File: config.mk
export PLATFORM = sky130hd
export DESIGN_NAME = reg_bank_2r1w
export DESIGN_NICKNAME = d
export VERILOG_FILES = /design/src/rtl/reg_bank_2r1w.sv
export SDC_FILE = /design/constraint.sdc
export NUM_CORES = 2
export LEC_CHECK = 0
export BUFFER_PORTS_ARGS = -buffer_cell sky130_fd_sc_hd__buf_4
export CAP_MARGIN = 0
export CORE_MARGIN = 5
export CORE_UTILIZATION = 35
export CTS_CLUSTER_SIZE = 30
export DETAILED_ROUTE_END_ITERATION = 10
export HOLD_SLACK_MARGIN = 0.15
export PLACE_DENSITY = 0.48
export RECOVER_POWER = 50
export SETUP_SLACK_MARGIN = 0.05
export SYNTH_ARGS = -nofsm -noshare
export SYNTH_HDL_FRONTEND = slang
export SYNTH_SLANG_ARGS = --single-unit
File: constraint.sdc
create_clock -name clk -period 4.1 [get_ports clk]
set_clock_uncertainty 0.1 [all_clocks]
set_input_delay 0.205 -clock clk [delete_from_list [all_inputs] [get_ports clk]]
set_output_delay 0.205 -clock clk [all_outputs]
set_load 0.02 [all_outputs]
File: src/rtl/reg_bank_2r1w.sv
// DEPTH x WIDTH register bank with one byte-enabled write port and two registered read ports.
// Optional macro BYPASS_EN: a read colliding with a write returns the freshly merged word.
module reg_bank_2r1w #(
   parameter int WIDTH    = 32,
   parameter int ADDR_W   = 5,
   parameter int ZERO_REG = 1
) (
   input  logic                 clk,
   input  logic                 rst,
   input  logic                 we,
   input  logic [ADDR_W-1:0]    waddr,
   input  logic [WIDTH-1:0]     wdata,
   input  logic [WIDTH/8-1:0]   wbe,
   input  logic                 re_a,
   input  logic [ADDR_W-1:0]    raddr_a,
   output logic [WIDTH-1:0]     rdata_a,
   input  logic                 re_b,
   input  logic [ADDR_W-1:0]    raddr_b,
   output logic [WIDTH-1:0]     rdata_b
);

   localparam int DEPTH  = 2 ** ADDR_W;
   localparam int NBYTES = WIDTH / 8;

   logic [WIDTH-1:0] mem_reg [DEPTH];
   logic [WIDTH-1:0] wmask;
   logic [WIDTH-1:0] merged;
   logic [WIDTH-1:0] rd_a_next;
   logic [WIDTH-1:0] rd_b_next;
   logic             wr_en;

   genvar gi;
   generate
      for (gi = 0; gi < NBYTES; gi++) begin : g_mask
         assign wmask[8*gi +: 8] = {8{wbe[gi]}};
      end
   endgenerate

   // Masking both terms keeps undriven data bytes from reaching the array.
   assign merged = (mem_reg[waddr] & ~wmask) | (wdata & wmask);
   assign wr_en  = we && !((ZERO_REG != 0) && (waddr == '0));

   always_comb begin
      rd_a_next = mem_reg[raddr_a];
`ifdef BYPASS_EN
      if (we && (raddr_a == waddr))
         rd_a_next = merged;
`endif
      if ((ZERO_REG != 0) && (raddr_a == '0))
         rd_a_next = '0;
   end

   always_comb begin
      rd_b_next = mem_reg[raddr_b];
`ifdef BYPASS_EN
      if (we && (raddr_b == waddr))
         rd_b_next = merged;
`endif
      if ((ZERO_REG != 0) && (raddr_b == '0))
         rd_b_next = '0;
   end

   always_ff @(posedge clk) begin
      if (!rst) begin
         for (int i = 0; i < DEPTH; i++)
            mem_reg[i] <= '0;
         rdata_a <= '0;
         rdata_b <= '0;
      end else begin
         if (wr_en)
            mem_reg[waddr] <= merged;
         if (re_a)
            rdata_a <= rd_a_next;
         if (re_b)
            rdata_b <= rd_b_next;
      end
   end

endmodule

After elaboration in Yosys (flattened, before gate mapping)
Memories as Yosys holds them, arrays and structs flattened.
Cells that the tools add are included.
{"block": "totals", "ff_bits": 64, "ramBits": 1024, "output_inout_bits": 64, "word_cells": 22, "mem_count": 1}
{"memory": "mem_reg", "words": 32, "word_bits": 32, "read_ports": 3, "rd_clocked_by_memory_dff": 0, "wr": 32, "line": "25", "text": "logic [WIDTH-1:0] mem_reg [DEPTH];"}
{"block": "op_classes", "mux": 9, "bitwise_logic": 4, "n_reduce_logical": 6}
{"cell": "$mux W32", "count": 3}
{"cell": "$and A32 B32 Y32", "count": 2}
{"cell": "$not A32 Y32", "count": 1}
{"cell": "$or A32 B32 Y32", "count": 1}
{"cell": "$reduce_or A32 Y1", "count": 1}
{"cell": "$logic_not A5 Y1", "count": 3}
{"cell": "$mux W1", "count": 5}
{"cell": "$mux W5", "count": 1}
{"cell": "$logic_and A1 B1 Y1", "count": 1}
{"cell": "$logic_not A1 Y1", "count": 1}

Longest topological paths before layout
{"block": "logic_depth", "ltp_word": 8, "depth_mapped": 11, "ltp_nobuf": 5}

Worst setup path before layout
OpenSTA, ideal clock, no wires.
{"block": "synth_path", "path_type": "input to register", "startpoint": "input port waddr[1]", "endpoint": "memory mem_reg[28][0], enable pin", "setup_ps": 389, "arrival_time_ps": 2745, "t_required_ps": 3611, "setup_slack_ps": 865, "path_stages": 9, "path_buffers": 6, "path_cell_list": "buf_2 buf_2 buf_2 buf_2 buf_2 nor4_1 nand2_1 clkbuf_1 nand2_1"}
{"item": "from (decl)", "line": "11", "text": "input logic [ADDR_W-1:0] waddr,"}
{"item": "to (decl)", "line": "25"}

Final worst setup path
{"block": "layout_path", "startpoint": "input port raddr_a[4]", "endpoint": "register rdata_a[8]"}
{"block": "layout_between", "elab_chain_len": 2, "elab_cells_between_ends": 3, "cone_classes": "mux (1); reduce/logical (1); memory (1)"}
{"item": "from (decl)", "line": "15", "text": "input logic [ADDR_W-1:0] raddr_a,"}
{"item": "$mem_v2 Z32 W32 / $logic_not A5 Y1 (equally long branches)"}
{"item": "$mux W32 (*)", "line": "49", "text": "if ((ZERO_REG != 0) && (raddr_a == '0))"}
{"item": "to (signal assigned)", "line": "73", "text": "rdata_a <= rd_a_next;"}
{"item": "to (decl)", "line": "16", "text": "output logic [WIDTH-1:0] rdata_a,"}
Mark *: on every way between the ends. The rest lies on a longest branch, timed or not.
A chain may end at the register's enable or synchronous reset.

==> flow_summary.rst <==
.. list-table::
   :header-rows: 1

   * - Metric
     - Value
   * - Detailed Route WL
     - between 300 and 400 mm
   * - Number of nets in the final layout
     - between 4000 and 5000
   * - Via count of the first global-routing pass
     - approximately 48000
   * - I/O pin count
     - 120
   * - Number of I/O port buffers
     - approximately 120
   * - Row count
     - 155
   * - Worst-path clk slew
     - 0.06 ns
   * - Switching power
     - 8.30 mW
   * - Sort of element at the start of the critical path
     - input pin
   * - DR vias
     - between 50000 and 60000
   * - Proportion of layout cells with a drive suffix above 1
     - a little over a quarter
   * - Post-detail-place hpwl
     - around 200 mm
   * - Antenna-violating nets left
     - 0
   * - Share of total power consumed by net switching
     - approximately 28%
   * - Number of enable flip-flop cells after synthesis
     - about 1000
   * - Sum of overflow across all layers after global routing
     - 0
   * - Clock latency on the worst-skew pair
     - between 0.8 and 0.9 ns
   * - Combined area of all synthesized cells
     - 0.0624 sq mm
   * - Fill count
     - around 17000
   * - Max Clock Freq
     - about 0.26 GHz
   * - Synthesis Warnings
     - 0
   * - Reported max-cap violation count
     - 25
   * - Maximum number of pins on one net before global-route repair
     - 66
   * - TritonCTS clock tree
     - yes
   * - Violated checks
     - capacitance limit, slew limit
   * - Die extent in x
     - between 400 and 500 um
   * - Power share of the clock group
     - between 30% and 40%
   * - Per-cell via count in the routed design
     - just under 7
   * - Class of the most critical hold timing path
     - in2reg
   * - Count of distinct cell types in the synthesized netlist
     - slightly below 70
   * - Final total power
     - slightly below 30 mW
   * - CP Data Arrival Time
     - 4.49 ns
   * - Number of flip-flops under the largest register name
     - slightly above 1000
   * - Synthesized instance count
     - 4728
   * - Die Y
     - 432 um
   * - Unrepaired setup endpoints after global routing
     - false
   * - CTS H-tree lvls
     - 4
   * - Run status
     - complete, but fails checks
   * - CTS max path bufs
     - 3
   * - Final cycle utilization of the critical path
     - 94.0%
   * - First-pass GRT wire length
     - around 430 mm
   * - Most common library cell in the layout ignoring fill and taps
     - edfxtp_1
   * - Combinational fraction of design power
     - around 16%
   * - Final estimated routing congestion in global placement
     - approximately 0.92
   * - Final core utilization
     - 40.6%
   * - Power Density
     - 405 mW/mm^2
   * - Die area
     - 0.187 sq mm
   * - Detailed-router iteration count before antenna repair
     - 6
   * - Maximum vdd drop
     - about 0.49 mV
   * - Clock buffers created by TritonCTS
     - about 130
   * - CTS root buffer
     - clkbuf_16
   * - Total clock sinks
     - roughly 1100
   * - Category of the worst setup path capture point
     - flip-flop
   * - Internal Pwr Total
     - 20.9 mW
   * - Antenna violations before repair
     - 17
   * - Sequential group share of total power
     - ~45%
   * - Clock period minus worst slack
     - 3.85 ns
   * - Leakage power of the design
     - 25.3 nW
   * - Area of the core
     - ~0.18 sq mm
   * - Sequential area share after synthesis
     - about 50%
   * - Flip-flop and latch count after synthesis
     - 1088
   * - Most used flip-flop cell after synthesis
     - edfxtp_1
   * - Actual transition at the worst max-transition pin
     - 2.90 ns
   * - Fraction of registers with async set/reset
     - 0%
   * - GRT Overall Usage
     - about 34%
   * - Area overhead of the layout relative to synthesis
     - 15.6%
   * - Worst Setup Path Type
     - in2reg
   * - Average wire per standard cell
     - 44.0 um
   * - Final setup violation count
     - 0
   * - Top library cells by usage in the layout, fill and taps aside
     - 1024 x edfxtp_1, 989 x nor2_1, 556 x mux4_2
   * - Count of pins over their slew limit
     - roughly 630
   * - Rel. slew slack
     - -93.7%
   * - Starting density of the core
     - between 30% and 40%
   * - Setup tns final
     - 0 ns
   * - Worst Path Required
     - approximately 4.7 ns
   * - Number of design rule violations left after detail routing
     - 0
   * - Average footprint of a synthesized cell
     - approximately 13 sq um
   * - Fin. Hold Viols
     - 0
   * - Gates resized, CTS repair
     - 0
   * - CP max FO
     - 14
   * - First-iteration detailed-routing DRC count
     - approximately 8000
-- final cells by class --
class	instances	area (sq um)	share of cell area, %
Timing Repair Buffer	527	4410	6.11
Clock inverter	56	505	0.701
Sequential cell	1088	32000	44.4
Clock buffer	179	3620	5.02
Multi-Input combinational cell	3149	28600	39.6
Tap cell	2355	2950	4.08
Inverter	7	27.5	0.0382
Antenna cell	11	27.5	0.0382
-- timing repair --
| item | in CTS | in global routing |
|---|---|---|
| hold buffers | 51 | 0 |
| setup buffers | 0 | 0 |
| endpoints found under the hold margin | 954 | 0 |
-- through the flow --
step                setup slack (ns)  hold slack (ns)  instance area [sq um]  std cells
floorplan                      0.865            0.350                  62500       4759
global placement               0.617            0.424                  68300       7075
detailed placement             0.595            0.431                  68300       7075
CTS                             1.03            0.157                  72900       7361
global route                   0.440            0.209                  72100       7364
finish                         0.246            0.185                  72100       7372
-- Yosys cell counts, types with 23 or more instances --
library cell / number / area, sq um
a2111oi_0: 36 / 315
a211oi_1: 41 / 308
a21oi_1: 57 / 285
a221oi_1: 38 / 333
a22oi_1: 78 / 586
a32o_1: 32 / 320
buf_1: 42 / 158
buf_2: 181 / 906
clkbuf_1: 266 / 998
dfxtp_1: 64 / 1280
edfxtp_1: 1024 / 30700
mux2_2: 106 / 1190
mux2i_1: 321 / 3210
mux4_2: 556 / 12500
nand2_1: 202 / 758
nor2_1: 992 / 3720
nor2b_1: 76 / 475
nor3_1: 119 / 596
o211ai_1: 23 / 173
o21ai_0: 36 / 180
o22ai_1: 198 / 1240
or4_1: 37 / 278
-- routing by layer --
layer,track usage (%),vias up,routed length [um]
li1,-,18928,-
met5,0,-,49
met2,49.8,4219,138000
met3,9.55,1124,40800
met4,23.3,8,27700
met1,44.2,25960,118000
-- final timing paths --
path / to / startpoint / depth (start not counted) / slack [ns]
setup / recovery: rdata_a[8]$_SDFFE_PN0P_ / raddr_a[4] / 7 / 0.25
hold / removal: mem_reg[18][27]$_SDFFCE_PN0P_ / wdata[27] / 5 / 0.18
hold reg to reg: rdata_b[17]$_SDFFE_PN0P_ / rdata_b[17]$_SDFFE_PN0P_ / 2 / 0.43
setup reg to reg: mem_reg[14][20]$_SDFFCE_PN0P_ / mem_reg[4][20]$_SDFFCE_PN0P_ / 6 / 0.97
-- power by group through the flow --
| stage | Sequential [mW] | Combinational [mW] | Clock (mW) |
|---|---|---|---|
| after floorplan | 13.1 | 2.48 | 0 |
| after global placement | 13.2 | 4.44 | 0 |
| after detailed placement | 13.2 | 4.45 | 0 |
| after CTS | 13.0 | 4.51 | 11.7 |
| after global routing | 13.1 | 4.60 | 12.1 |
| final | 13.0 | 4.54 | 11.6 |
-- critical path, cell delays in order --
cell and delay, ns:
dlygate4sd3_1 0.54, buf_4 0.49, or2_0 1.93, buf_4 0.58
o22ai_1 0.22, nor3_1 0.27, or4_1 0.18
-- cells by family (layout without fill, tap and decap cells) --
kind of cell | after synthesis | after routing | share of synthesized area, %
flops | 1088 | 1088 | 51.3
simple gates | 1502 | 1502 | 10.3
buf+inv | 522 | 769 | 3.73
other cells | 1 | 43 | 0.00601
mux | 983 | 983 | 27.1
compound gates | 632 | 632 | 7.56
Note: power is estimated with default switching activity, not from simulation.
